[src/rtl/bit_stream_decoder_if.sv]
`default_nettype none
// +-----------------------------------------------------------------------------
// | bit_stream_decoder_if
// | Serial bit input side and decoded packet result side of the rx parser.
// | Rev 1.0
// +-----------------------------------------------------------------------------
interface bit_stream_decoder_if;
  logic        bit_in;
  logic        bit_valid;
  logic        eop;
  logic        pkt_done;
  logic        pkt_ok;
  logic        err_pid;
  logic        err_crc;
  logic        err_len;
  logic [3:0]  pid_out;
  logic [6:0]  addr_out;
  logic [3:0]  endp_out;
  logic [63:0] data_out;

  modport master (
    output bit_in, bit_valid, eop,
    input  pkt_done, pkt_ok, err_pid, err_crc, err_len,
    input  pid_out, addr_out, endp_out, data_out
  );

  modport slave (
    input  bit_in, bit_valid, eop,
    output pkt_done, pkt_ok, err_pid, err_crc, err_len,
    output pid_out, addr_out, endp_out, data_out
  );
endinterface
`default_nettype wire

[src/rtl/bit_stream_decoder.sv]
`default_nettype none
// +-----------------------------------------------------------------------------
// | bit_stream_decoder
// | USB rx packet parser: SYNC hunt, PID check, token/data field extraction,
// | CRC5/CRC16 residual check when BSD_CRC_CHECK_EN is defined.
// | Rev 1.0
// +-----------------------------------------------------------------------------
module bit_stream_decoder (
  input wire                  clk,
  input wire                  rst,
  bit_stream_decoder_if.slave bus
);
  localparam logic [2:0] S_IDLE  = 3'd0;
  localparam logic [2:0] S_PID   = 3'd1;
  localparam logic [2:0] S_TOKEN = 3'd2;
  localparam logic [2:0] S_DATA  = 3'd3;
  localparam logic [2:0] S_WAIT  = 3'd4;

  logic [2:0]  state_q, state_d, adv_state;
  logic [6:0]  win_q, win_d;
  logic [6:0]  cnt_q, cnt_d;
  logic [7:0]  pid_q, pid_d;
  logic [63:0] sr_q, sr_d;
  logic        pid_bad_q, pid_bad_d, len_over_q, len_over_d;
  logic        done_q, done_d, ok_q, ok_d;
  logic        err_pid_q, err_pid_d, err_crc_q, err_crc_d, err_len_q, err_len_d;
  logic [3:0]  pid_out_q, pid_out_d, endp_q, endp_d;
  logic [6:0]  addr_q, addr_d;
  logic [63:0] data_q, data_d;

  logic [7:0]  pid_byte;
  logic        pid_good, sync_hit, end_pkt, tok_crc_bad, dat_crc_bad;
  logic [6:0]  cnt_sat, pay_len;

  assign pid_byte = {bus.bit_in, pid_q[7:1]};
  assign pid_good = (pid_byte[7:4] == ~pid_byte[3:0]) && (pid_byte[1:0] != 2'b00);
  // Seven stored bits plus the current one; cnt_q guarantees they are fresh.
  assign sync_hit = (cnt_q >= 7'd7) && ({bus.bit_in, win_q} == 8'h80);
  assign end_pkt  = bus.eop && (state_q != S_IDLE);
  assign cnt_sat  = (cnt_q == 7'd127) ? cnt_q : cnt_q + 7'd1;
  assign pay_len  = (state_q == S_TOKEN) ? 7'd11 : 7'd64;

`ifdef BSD_CRC_CHECK_EN
  logic [4:0]  crc5_q, crc5_d;
  logic [15:0] crc16_q, crc16_d;

  always_comb begin
    crc5_d  = crc5_q;
    crc16_d = crc16_q;
    if (bus.bit_valid) begin
      if (state_q == S_PID && cnt_q == 7'd7) begin
        crc5_d  = 5'h1F;
        crc16_d = 16'hFFFF;
      end else if (state_q == S_TOKEN && cnt_q < 7'd16) begin
        crc5_d = {crc5_q[3:0], 1'b0} ^ ({5{bus.bit_in ^ crc5_q[4]}} & 5'h05);
      end else if (state_q == S_DATA && cnt_q < 7'd80) begin
        crc16_d = {crc16_q[14:0], 1'b0} ^ ({16{bus.bit_in ^ crc16_q[15]}} & 16'h8005);
      end
    end
  end

  always_ff @(posedge clk or negedge rst) begin
    if (!rst) begin
      crc5_q  <= '0;
      crc16_q <= '0;
    end else begin
      crc5_q  <= crc5_d;
      crc16_q <= crc16_d;
    end
  end

  assign tok_crc_bad = (crc5_d != 5'b01100);
  assign dat_crc_bad = (crc16_d != 16'h800D);
`else
  assign tok_crc_bad = 1'b0;
  assign dat_crc_bad = 1'b0;
`endif

  always_ff @(posedge clk or negedge rst) begin
    if (!rst) begin
      state_q    <= S_IDLE;
      win_q      <= '0;
      cnt_q      <= '0;
      pid_q      <= '0;
      sr_q       <= '0;
      pid_bad_q  <= 1'b0;
      len_over_q <= 1'b0;
      done_q     <= 1'b0;
      ok_q       <= 1'b0;
      err_pid_q  <= 1'b0;
      err_crc_q  <= 1'b0;
      err_len_q  <= 1'b0;
      pid_out_q  <= '0;
      addr_q     <= '0;
      endp_q     <= '0;
      data_q     <= '0;
    end else begin
      state_q    <= state_d;
      win_q      <= win_d;
      cnt_q      <= cnt_d;
      pid_q      <= pid_d;
      sr_q       <= sr_d;
      pid_bad_q  <= pid_bad_d;
      len_over_q <= len_over_d;
      done_q     <= done_d;
      ok_q       <= ok_d;
      err_pid_q  <= err_pid_d;
      err_crc_q  <= err_crc_d;
      err_len_q  <= err_len_d;
      pid_out_q  <= pid_out_d;
      addr_q     <= addr_d;
      endp_q     <= endp_d;
      data_q     <= data_d;
    end
  end

  // adv_state is where the current bit takes us; eop is judged against it.
  always_comb begin
    adv_state = state_q;
    if (bus.bit_valid) begin
      case (state_q)
        S_IDLE: if (sync_hit) adv_state = S_PID;
        S_PID: begin
          if (cnt_q == 7'd7) begin
            if (!pid_good)                  adv_state = S_WAIT;
            else if (pid_byte[1:0] == 2'b01) adv_state = S_TOKEN;
            else if (pid_byte[1:0] == 2'b11) adv_state = S_DATA;
            else                             adv_state = S_WAIT;
          end
        end
        default: adv_state = state_q;
      endcase
    end
    state_d = end_pkt ? S_IDLE : adv_state;
  end

  always_comb begin
    win_d      = win_q;
    cnt_d      = cnt_q;
    pid_d      = pid_q;
    sr_d       = sr_q;
    pid_bad_d  = pid_bad_q;
    len_over_d = len_over_q;
    done_d     = 1'b0;
    ok_d       = 1'b0;
    err_pid_d  = 1'b0;
    err_crc_d  = 1'b0;
    err_len_d  = 1'b0;
    pid_out_d  = pid_out_q;
    addr_d     = addr_q;
    endp_d     = endp_q;
    data_d     = data_q;

    if (bus.bit_valid) begin
      case (state_q)
        S_IDLE: begin
          win_d = {bus.bit_in, win_q[6:1]};
          cnt_d = cnt_sat;
          if (sync_hit) begin
            win_d = '0;
            cnt_d = '0;
          end
        end
        S_PID: begin
          pid_d = pid_byte;
          cnt_d = cnt_sat;
          if (cnt_q == 7'd7) begin
            cnt_d     = '0;
            pid_bad_d = !pid_good;
          end
        end
        S_TOKEN, S_DATA: begin
          cnt_d = cnt_sat;
          // Field bits enter at the top so the k-th bit settles in bit k.
          if (cnt_q < pay_len) sr_d = {bus.bit_in, sr_q[63:1]};
        end
        S_WAIT: if (!pid_bad_q) len_over_d = 1'b1;
        default: ;
      endcase
    end

    if (end_pkt) begin
      done_d = 1'b1;
      case (adv_state)
        S_PID: err_len_d = 1'b1;
        S_TOKEN: begin
          err_len_d = (cnt_d != 7'd16);
          err_crc_d = (cnt_d == 7'd16) && tok_crc_bad;
          pid_out_d = pid_d[3:0];
          addr_d    = sr_d[59:53];
          endp_d    = sr_d[63:60];
        end
        S_DATA: begin
          err_len_d = (cnt_d != 7'd80);
          err_crc_d = (cnt_d == 7'd80) && dat_crc_bad;
          pid_out_d = pid_d[3:0];
          data_d    = sr_d;
        end
        S_WAIT: begin
          err_pid_d = pid_bad_d;
          err_len_d = len_over_d;
          pid_out_d = pid_d[3:0];
        end
        default: ;
      endcase
      ok_d       = !(err_pid_d || err_crc_d || err_len_d);
      win_d      = '0;
      cnt_d      = '0;
      pid_bad_d  = 1'b0;
      len_over_d = 1'b0;
    end
  end

  assign bus.pkt_done = done_q;
  assign bus.pkt_ok   = ok_q;
  assign bus.err_pid  = err_pid_q;
  assign bus.err_crc  = err_crc_q;
  assign bus.err_len  = err_len_q;
  assign bus.pid_out  = pid_out_q;
  assign bus.addr_out = addr_q;
  assign bus.endp_out = endp_q;
  assign bus.data_out = data_q;
endmodule
`default_nettype wire
[src/flat_wrapper.sv]
// flat-port wrapper written by rule: the top's interface ports become plain ports
module bit_stream_decoder_flat 
  (clk, rst, bus_bit_in, bus_bit_valid, bus_eop, bus_pkt_done, bus_pkt_ok, bus_err_pid, bus_err_crc, bus_err_len, bus_pid_out, bus_addr_out, bus_endp_out, bus_data_out);
  bit_stream_decoder_if bus_i ();
  input wire clk;
  input wire rst;
  input wire logic [$bits(bus_i.bit_in)-1:0] bus_bit_in;
  input wire logic [$bits(bus_i.bit_valid)-1:0] bus_bit_valid;
  input wire logic [$bits(bus_i.eop)-1:0] bus_eop;
  output wire logic [$bits(bus_i.pkt_done)-1:0] bus_pkt_done;
  output wire logic [$bits(bus_i.pkt_ok)-1:0] bus_pkt_ok;
  output wire logic [$bits(bus_i.err_pid)-1:0] bus_err_pid;
  output wire logic [$bits(bus_i.err_crc)-1:0] bus_err_crc;
  output wire logic [$bits(bus_i.err_len)-1:0] bus_err_len;
  output wire logic [$bits(bus_i.pid_out)-1:0] bus_pid_out;
  output wire logic [$bits(bus_i.addr_out)-1:0] bus_addr_out;
  output wire logic [$bits(bus_i.endp_out)-1:0] bus_endp_out;
  output wire logic [$bits(bus_i.data_out)-1:0] bus_data_out;
  assign bus_i.bit_in = bus_bit_in;
  assign bus_i.bit_valid = bus_bit_valid;
  assign bus_i.eop = bus_eop;
  assign bus_pkt_done = bus_i.pkt_done;
  assign bus_pkt_ok = bus_i.pkt_ok;
  assign bus_err_pid = bus_i.err_pid;
  assign bus_err_crc = bus_i.err_crc;
  assign bus_err_len = bus_i.err_len;
  assign bus_pid_out = bus_i.pid_out;
  assign bus_addr_out = bus_i.addr_out;
  assign bus_endp_out = bus_i.endp_out;
  assign bus_data_out = bus_i.data_out;
  bit_stream_decoder u_core (.clk(clk), .rst(rst), .bus(bus_i));
endmodule
[config.mk]
export PLATFORM = sky130hd
export DESIGN_NAME = bit_stream_decoder_flat
export DESIGN_NICKNAME = d
export VERILOG_FILES = /design/src/rtl/bit_stream_decoder_if.sv /design/src/rtl/bit_stream_decoder.sv /design/src/flat_wrapper.sv
export SDC_FILE = /design/constraint.sdc
export NUM_CORES = 1
export LEC_CHECK = 0
export BUFFER_PORTS_ARGS = -buffer_cell sky130_fd_sc_hd__buf_2
export CAP_MARGIN = 20
export CORE_MARGIN = 1
export CORE_UTILIZATION = 45
export CTS_BUF_LIST = sky130_fd_sc_hd__clkbuf_16
export DETAILED_ROUTE_END_ITERATION = 8
export HOLD_SLACK_MARGIN = 0.06
export PLACE_DENSITY = 0.69
export SETUP_SLACK_MARGIN = 0.15
export SKIP_CTS_REPAIR_TIMING = 1
export SYNTH_ARGS = -nofsm -noshare
export SYNTH_HDL_FRONTEND = slang
export SYNTH_SLANG_ARGS = --single-unit
[constraint.sdc]
create_clock -name clk -period 7.4 [get_ports clk]
set_input_delay 1.48 -clock clk [delete_from_list [all_inputs] [get_ports clk]]
set_output_delay 1.48 -clock clk [all_outputs]
set_load 0.01 [all_outputs]
After elaboration in Yosys (flattened, before gate mapping) --
Index checks and enable logic that the tools add are counted.
Operators by class: add/sub/neg operators 1, magnitude comparators 2, eq/ne operators 16, multiplexer cells 42, bitwise gates (word level) 1, reduce and logical (&&, ||, !) cells 19
Operators by type and width (number):
- two-way mux 64 bit | 3
- two-way mux 7 bit | 10
- two-way mux 3 bit | 7
- one-hot mux 7 bit (3 select lines) | 1
- two-way mux 1 bit | 17
- equality test 3 x 2 -> 1 bit, second input constant | 4
- AND reduction 2 bit | 5
- equality test 8 bit, second input constant | 1
- two-way mux 4 bit | 2
- adder 7 x 1 -> 7 bit, second input constant | 1
- equality test 7 x 3 -> 1 bit, second input constant | 1
- equality test 7 bit, second input constant | 1
- greater-or-equal comparator 7 x 3 -> 1 bit, second input constant | 1
- < comparator 7 bit | 1
- != test 7 x 5 -> 1 bit, second input constant | 1
- != test 7 bit, second input constant | 1
- equality test 3 x 1 -> 1 bit, second input constant | 2
- equality test 3 bit, second input constant | 2
- one-hot mux 3 bit (2 select lines) | 1
- nonzero test 2 bit | 3
- equality test 4 bit | 1
- NOT 4 bit | 1
- one-hot mux 1 bit (4 select lines) | 1
- logical AND 1 bit | 3
- other kinds (8) | 10
Word-level totals: bits in registers 175, input bits 5, logic and storage cells 98

Logic depth before layout (Yosys ltp) --
Gate-level depths: netlist of run 1.
word-level depth 14, gate-level depth with buffers 9, depth with buffers taken out 8

Least setup slack after synthesis of run 1 --
OpenSTA, ideal clock, no wires.
path kind input to register, start input bus_bit_in, end register u_core.data_q[30], in the netlist u_core.bus.data_out[30], setup time 0.125 ns, arrival time 3.532 ns, required time 7.275 ns, path slack 3.744 ns, cell stages on the path 7, buffers on the path 2, cell sequence or4b_2 a311oi_1 a22o_1 and2_1 buf_2 buf_2 mux2_2
On the way: longest elaborated chain between the ends 8, elaborated cells between the ends (all ways) 11, classes of those cells eq/ne (3); mux (5); reduce/logical (3)
Ends and longest elaborated chain:
- start, declared | RTL line flat_wrapper.sv:7 | input wire logic [$bits(bus_i.bit_in)-1:0] bus_bit_in;
- equality test 4 bit | RTL line bit_stream_decoder.sv:36 | assign pid_good = (pid_byte[7:4] == ~pid_byte[3:0]) && (pid_byte[1:0] != 2'b00);
- logical AND 1 bit | RTL line bit_stream_decoder.sv:36
- two-way mux 3 bit | RTL line bit_stream_decoder.sv:125 | if (!pid_good) adv_state = S_WAIT;
- two-way mux 3 bit | RTL line bit_stream_decoder.sv:124 | if (cnt_q == 7'd7) begin
- one-hot mux 3 bit (2 select lines) * | RTL line bit_stream_decoder.sv:121 | case (state_q)
- two-way mux 3 bit * | RTL line bit_stream_decoder.sv:120 | if (bus.bit_valid) begin
- equality test 3 x 2 -> 1 bit * | RTL line bit_stream_decoder.sv:184 | case (adv_state)
- AND reduction 2 bit (no source line) *
- end signal, assigned | RTL line bit_stream_decoder.sv:113 | data_q <= data_d;
- end, declared | RTL line bit_stream_decoder.sv:29 | logic [63:0] data_q, data_d;
Every way passes the cells marked *; elsewhere a longest branch is shown, timed or not. A chain may end at the register's enable or synchronous reset.

Worst setup path in the final report of run 1 --
start register u_core.state_q[1], end register u_core.data_q[26], in the netlist u_core.bus.data_out[26]
On the way: longest elaborated chain between the ends 6, elaborated cells between the ends (all ways) 18, classes of those cells order compare (1); eq/ne (4); mux (8); reduce/logical (5)
Ends and longest elaborated chain:
- start, declared | RTL line bit_stream_decoder.sv:19 | logic [2:0] state_q, state_d, adv_state;
- start signal, assigned | RTL line bit_stream_decoder.sv:98 | state_q <= state_d;
- equality test 3 x 2 -> 1 bit | RTL line bit_stream_decoder.sv:41, bit_stream_decoder.sv:155
- two-way mux 7 bit | RTL line bit_stream_decoder.sv:41 | assign pay_len = (state_q == S_TOKEN) ? 7'd11 : 7'd64;
- < comparator 7 bit | RTL line bit_stream_decoder.sv:175 | if (cnt_q < pay_len) sr_d = {bus.bit_in, sr_q[63:1]};
- two-way mux 64 bit | RTL line bit_stream_decoder.sv:175
- two-way mux 64 bit * | RTL line bit_stream_decoder.sv:155 | case (state_q)
- two-way mux 64 bit * | RTL line bit_stream_decoder.sv:154 | if (bus.bit_valid) begin
- net u_core.sr_d[26] | RTL line bit_stream_decoder.sv:23 | logic [63:0] sr_q, sr_d;
Mark *: on every way through the listed nets, which the timed path passes. The rest lies on a longest branch.

==> run_results.csv, run 1 <==
group,metric,value,unit
drt,vias,4119,
setup_path,worst-path-buf-inv,1,
setup_path,endpoint_kind,"flip-flop",
floorplan,start_util,46.1,%
floorplan,rows,45,
clock_tree,clock_latency,430,ps
placed_design,place.gp.congestion,0.876,
drt,wl_met1,5.59,mm
cells_and_area,drive_gt1_share,46.5,%
drt,firstDrtPassIters,4,
drt,ant_nets,0,
clock_tree,cts_made_buffers,17,
setup_path,crit_chain,"nand2b_1 -> nand2b_1 -> ha_1 -> a211o_1 -> a2111o_1 -> a21oi_4 -> buf_4 -> mux2_2 -> mux2_1",
drt,top_layer,"met4",
setup_path,cp_common_cell,"nand2b_1",
setup_path,critical_path.top_delay_family,"compound AO/OA/AOI/OAI gates",
drt,wl,12.6,mm
timing,fmax,252,MHz
cells_and_area,antenna_cells,0,
drt,drtIter0Drc,194,
setup_path,cp_max_fo,49,
setup_path,crit_arrival,4280,ps
timing,hold_violations,0,
cells_and_area,post-route-util,54.1,%
floorplan,die_area,16100,um^2
clock_tree,cts_buffer_depth,2,
grt,grt_max_degree,115,
floorplan,core,15200,um^2
timing,min_period_over_period,53.6,%
power_and_ir_drop,p_leak,4.32,nW
logic_synthesis,synthArstFlopShare,100,%
grt,grt_pass1_vias,4242,
logic_synthesis,synth.most_common_cell,"dfrtp_1",
drt,wl_per_cell,16.5,um
cells_and_area,post-route-cell-area,8220,um^2
clock_tree,cts_tree,"yes",
timing,fin_tns_setup,0,ps
clock_tree,cts.sinks,174,
logic_synthesis,synth_cells,474,
logic_synthesis,dominantRegCellSynth,"dfrtp_1",
drt,drc,0,
timing,drv_slew,0,
timing,min_period,3970,ps
setup_path,startpoint_type,"flip-flop",
logic_synthesis,synthTopCellsByCount,"dfrtp_1 (174), mux2_2 (139), nor2_1 (23), mux2_1 (11), nand2_1 (11)",
clock_tree,cts_root_buf,"clkbuf_16",
timing,rsz0062_at_grt,"no",
grt,grt_pass1_wl,21.6,mm
logic_synthesis,synth-edff-count,0,
logic_synthesis,synthTopCellsByArea,"dfrtp_1 (62%), mux2_2 (22%), mux2_1 (1.8%), nor2_1 (1.2%), a22o_1 (0.88%)",
placed_design,numPortBuffers,87,
hold_path,hold_path.class,"reg -> reg",
setup_path,cp.required,7710,ps
placed_design,place_area,7590,um^2
timing,setup_viol,0,
logic_synthesis,syn_area,7000,um^2
logic_synthesis,syn_nets,483,
logic_synthesis,synth.avg_cell_area,14.8,um^2
setup_path,slowest_stage,"dfrtp_1",
placed_design,hpwlAfterDp,8.24,mm
timing,whs,486,ps
floorplan,io_pins,89,
logic_synthesis,yosysTopAreaCellShare,62.2,%
power_and_ir_drop,ir_worst_vdd,203,uV
cells_and_area,nNetsFinal,572,
logic_synthesis,yosysWarnings,0,
clock_tree,clk_pin_slew,70,ps
grt,grt_usage,17.2,%
drt,vias_per_cell,5.39,
outcome,outcome,"finished, final reports clean",
timing,tightest_slew,1030,ps
clock_tree,cts_max_level,4,
floorplan,die_h,127,um
setup_path,critPathMaxStageDelay,630,ps
cells_and_area,nFillCells,1242,
grt,overflow,0,
grt,antenna_found_initial,0,
drt,routed-wl-met2,6.10,mm
logic_synthesis,yosysUniqueCellTypes,54,
setup_path,setup.worst_path.class,"reg -> reg",
flow_run,max_cap_viol_count,0,
power_and_ir_drop,finalPower,2.24,mW
power_and_ir_drop,power_density,273,nW/um^2
logic_synthesis,yosysTopAreaCell,"dfrtp_1",
logic_synthesis,ys_seq_area_share,62.2,%
timing,maxSlewHeadroom,30.7,%
timing,final.setup_skew,8.72,ps
cells_and_area,syn_to_final_growth,17.3,%
logic_synthesis,ys_seq_elements,174,
floorplan,fp.dieW,127,um
drt,wl_met3,677,um
## cell type report
type	count	area [um^2]	area share, %
clock buffer	17	425	5.18
clock inverter	15	175	2.13
inverter	6	22.5	0.274
multi-input combinational	273	2510	30.6
sequential	174	4350	53.0
tap	188	235	2.86
timing repair buffer	91	492	5.98
## worst paths after layout
kind,from,endpoint,slack (ps),cells after the start
worst max-delay path,u_core.state_q[1]$_DFF_PN0_,u_core.bus.data_out[26]$_DFFE_PN0P_,3430,9
worst min-delay path,u_core.bus.data_out[44]$_DFFE_PN0P_,u_core.bus.data_out[44]$_DFFE_PN0P_,490,1
worst max register to register,u_core.state_q[1]$_DFF_PN0_,u_core.bus.data_out[26]$_DFFE_PN0P_,3430,9
worst min register to register,u_core.bus.data_out[44]$_DFFE_PN0P_,u_core.bus.data_out[44]$_DFFE_PN0P_,490,1
max in group asynchronous,rst,u_core.sr_q[16]$_DFF_PN0_,4940,3
min in group asynchronous,rst,u_core.bus.data_out[22]$_DFFE_PN0P_,970,1
## per-stage QoR
step / cells / setup WS (ps)
floorplan: 474 / 3740
global placement: 731 / 3180
detailed placement: 731 / 3080
CTS: 763 / 3420
global route: 764 / 3220
finish: 764 / 3430
## worst reg2reg max path, cell delays in order (launching register included)
cell and delay (ps):
dfrtp_1 630, nand2b_1 130, nand2b_1 210, ha_1 310, a211o_1 250, a2111o_1 450
a21oi_4 500, buf_4 620, mux2_2 450, mux2_1 300
## placed cells by master (no fill, tap or decap), drive strengths merged, types with 2 or more instances in the layout
master,synthesis,routed
o21ai,4,4
buf,15,91
xnor2,6,6
nand3,2,2
bufinv,0,2
ha,4,4
xor2,2,2
and3,4,4
nand2b,5,5
or4b,2,2
mux2i,2,2
clkinv,1,6
dfrtp,174,174
and2,4,4
a2111oi,3,3
a21o,3,3
mux2,150,150
or4,3,3
nand2,11,11
a21oi,7,7
clkbuf,6,17
nor2,23,23
nor3,2,2
o22ai,2,2
inv,5,12
nor4bb,2,2
a31oi,2,2
a22o,7,7
## layer usage
metal | track usage [%] | vias up
met5 | 0 | -
met4 | 7.91 | 0
met3 | 4.93 | 27
met2 | 27.1 | 108
met1 | 22.2 | 2103
li1 | - | 1881
## cell families (layout without fill, tap and decap cells)
kind of cell	count (synthesis)	after routing	share of synthesized area (%)
simple gates	67	67	5.11
mux	152	152	24.4
xor+xnor	8	8	1.00
compound gates	41	41	4.57
other cells	1	1	0.0535
fa+ha+maj	4	4	0.715
buf+inv	27	129	1.97
flops	174	174	62.2
## report_power, final
group          internal, mW  switching [mW]  leakage [nW]
Clock                 0.508           0.394         0.294
Combinational         0.117           0.144          1.62
Sequential             1.01          0.0685          2.41
Total                  1.64           0.607          4.32
## registers in the layout, indices dropped and copies added (netlist names), 4 cells and up
signal and cells:
u_core.bus.addr_out 7, u_core.bus.data_out 64, u_core.bus.endp_out 4, u_core.bus.pid_out 4, u_core.cnt_q 7, u_core.pid_q 8
u_core.sr_q 64, u_core.win_q 7
Power figures use the tool's default switching activity.
==> inputs of run 2 (changes only) <==
PLACE_DENSITY = 0.71   (was 0.69)
clock period = 3.55 ns   (was 7.4 ns; I/O delays follow)
==> run 2 against run 1 <==
Net effect:
- power grew 110%
- first-iteration DRC count shrank 8.2%
- count of clock-buffer cells in the layout is the same
- sequential share of layout area shrank 0.37 points
- combinational power grew 110%
- die area is the same
- via count grew 0.78%
- clock power grew 110%
- global-route usage grew 0.31 points
- final area grew 0.73%
- clock skew grew 1.9 ps
==> run_results.csv, run 2 (synthesized netlist as in run 1, its figures left out) <==
group,metric,value,unit
setup_path,crit_arrival,3590,ps
timing,min_period_over_period,92.4,%
grt,antenna_found_initial,0,
drt,drc,0,
clock_tree,cts_max_level,4,
floorplan,core,15200,um^2
placed_design,numPortBuffers,87,
setup_path,cp_common_cell,"nand2b_1",
power_and_ir_drop,p_leak,4.36,nW
floorplan,fp.dieW,127,um
drt,firstDrtPassIters,4,
clock_tree,cts.sinks,174,
clock_tree,cts_buffer_depth,2,
setup_path,setup.worst_path.class,"reg -> reg",
cells_and_area,post-route-util,54.5,%
cells_and_area,layout_common_cells,"dfrtp_1 (173), mux2_2 (139), buf_2 (86)",
drt,wl_per_cell,16.9,um
power_and_ir_drop,intPower,3.48,mW
clock_tree,cts_made_buffers,17,
setup_path,cp_max_fo,64,
setup_path,worst-path-buf-inv,1,
placed_design,place.gp.congestion,0.860,
setup_path,startpoint_type,"flip-flop",
cells_and_area,nNetsFinal,576,
setup_path,regToRegSetupSlack,270,ps
timing,setup_viol,0,
grt,overflow,0,
power_and_ir_drop,switchingPower,1.25,mW
power_and_ir_drop,power_density,571,nW/um^2
timing,maxSlewHeadroom,44.2,%
timing,rsz0062_at_grt,"no",
drt,wl,13.0,mm
setup_path,crit_chain,"nand2b_1 -> nand2b_1 -> ha_1 -> a211o_1 -> a2111o_1 -> a21oi_4 -> buf_12 -> mux2_1 -> mux2_2",
floorplan,die_h,127,um
setup_path,endpoint_kind,"flip-flop",
timing,final.setup_skew,10.6,ps
floorplan,die_area,16100,um^2
power_and_ir_drop,ir_worst_vdd,386,uV
timing,fin_tns_setup,0,ps
setup_path,critical_path.top_delay_family,"compound AO/OA/AOI/OAI gates",
drt,vias,4151,
clock_tree,cts_tree,"yes",
setup_path,slowest_stage,"dfrtp_1",
cells_and_area,drive_gt1_share,46.7,%
clock_tree,cts_root_buf,"clkbuf_16",
floorplan,io_pins,89,
grt,grt_pass1_vias,4285,
placed_design,hpwlAfterDp,8.61,mm
timing,tightest_slew,816,ps
power_and_ir_drop,comb_power_share,11.6,%
cells_and_area,antenna_cells,0,
cells_and_area,syn_to_final_growth,18.2,%
clock_tree,clk_pin_slew,70,ps
clock_tree,clock_latency,430,ps
drt,ant_nets,0,
outcome,outcome,"finished, final reports clean",
timing,drv_slew,0,
cells_and_area,final_common_cell,"dfrtp_1",
drt,drtIter0Drc,178,
power_and_ir_drop,power_frac_clock,40.8,%
grt,grt_usage,17.5,%
power_and_ir_drop,seqPwrFrac,47.6,%
power_and_ir_drop,swShare,26.4,%
drt,vias_per_cell,5.40,
grt,grt_max_degree,83,
floorplan,rows,45,
cells_and_area,nFillCells,1246,
timing,fmax,305,MHz
timing,hold_violations,0,
floorplan,start_util,46.1,%
setup_path,cp.required,3860,ps
hold_path,hold_path.class,"in -> async",
grt,grt_pass1_wl,21.9,mm
setup_path,critPathMaxStageDelay,480,ps
flow_run,max_cap_viol_count,0,
timing,min_period,3280,ps
-- run 2: changes by cell type in the layout (fill, tap and decap cells not counted) --
cell and delta:
and2_2 +1, and2_4 -1, buf_12 +3, buf_16 -1, buf_4 +2, bufinv_16 +1
clkinvlp_4 -1, dfrtp_1 -1, dfrtp_2 +1, inv_1 +2, inv_6 -2
-- run 2: final timing paths --
| path | cells past startpoint | endpoint | start |
|---|---|---|---|
| max in group asynchronous | 2 | u_core.state_q[1]$_DFF_PN0_ | rst |
| worst max register to register | 9 | u_core.bus.endp_out[2]$_DFFE_PN0P_ | u_core.state_q[2]$_DFF_PN0_ |
| worst min-delay path | 1 | u_core.bus.data_out[26]$_DFFE_PN0P_ | rst |
| worst max-delay path | 9 | u_core.bus.endp_out[2]$_DFFE_PN0P_ | u_core.state_q[2]$_DFF_PN0_ |
| min in group clk | 1 | u_core.bus.data_out[34]$_DFFE_PN0P_ | u_core.bus.data_out[34]$_DFFE_PN0P_ |
| worst min register to register | 1 | u_core.bus.data_out[34]$_DFFE_PN0P_ | u_core.bus.data_out[34]$_DFFE_PN0P_ |
-- run 2: final cells by class --
class	instances	area, um^2	area share [%]
clock buffers	17	425	5.14
inverters	6	22.5	0.272
multi-input cells	273	2510	30.4
repair buffers	95	539	6.51
flip-flops and latches	174	4360	52.6
clock inverters	15	188	2.27
well taps	188	235	2.84
-- run 2: worst reg2reg max path, cell delays in order (launching register included) --
cell and delay (ps):
dfrtp_1 480, nand2b_1 200, nand2b_1 210, ha_1 310, a211o_1 250, a2111o_1 450, a21oi_4 190, buf_12 310
mux2_1 470, mux2_2 280
-- run 2: power groups by stage --
stage	Combinational, mW	Clock (mW)	Sequential, mW
after floorplan	0.404	0	2.23
after global placement	0.526	0	2.27
after global routing	0.601	2.06	2.26
after CTS	0.552	1.97	2.25
after detailed placement	0.548	0	2.28
final	0.547	1.93	2.25
-- run 2: layer usage --
| layer | part of all wire (%) | vias to the layer above | wire length [um] | track usage, % |
|---|---|---|---|---|
| met2 | 50 | 93 | 6470 | 28.4 |
| met3 | 4.5 | 17 | 585 | 4.26 |
| met1 | 44 | 2141 | 5720 | 22.6 |
| met4 | 1.7 | 0 | 227 | 7.49 |
| met5 | 0 | - | 0 | 0 |
| li1 | - | 1900 | - | - |
-- run 2: through the flow --
stage | setup WS [ps] | hold WS (ps) | instances | instance area, um^2 | power [mW]
2_1_floorplan | 601 | 414 | 474 | 7000 | 2.64
3_3_place_gp | 291 | 469 | 736 | 7660 | 2.79
3_5_place_dp | 220 | 471 | 736 | 7660 | 2.83
4_1_cts | 229 | 275 | 768 | 8280 | 4.77
5_1_grt | 160 | 298 | 768 | 8280 | 4.92
6_report | 271 | 251 | 768 | 8280 | 4.72
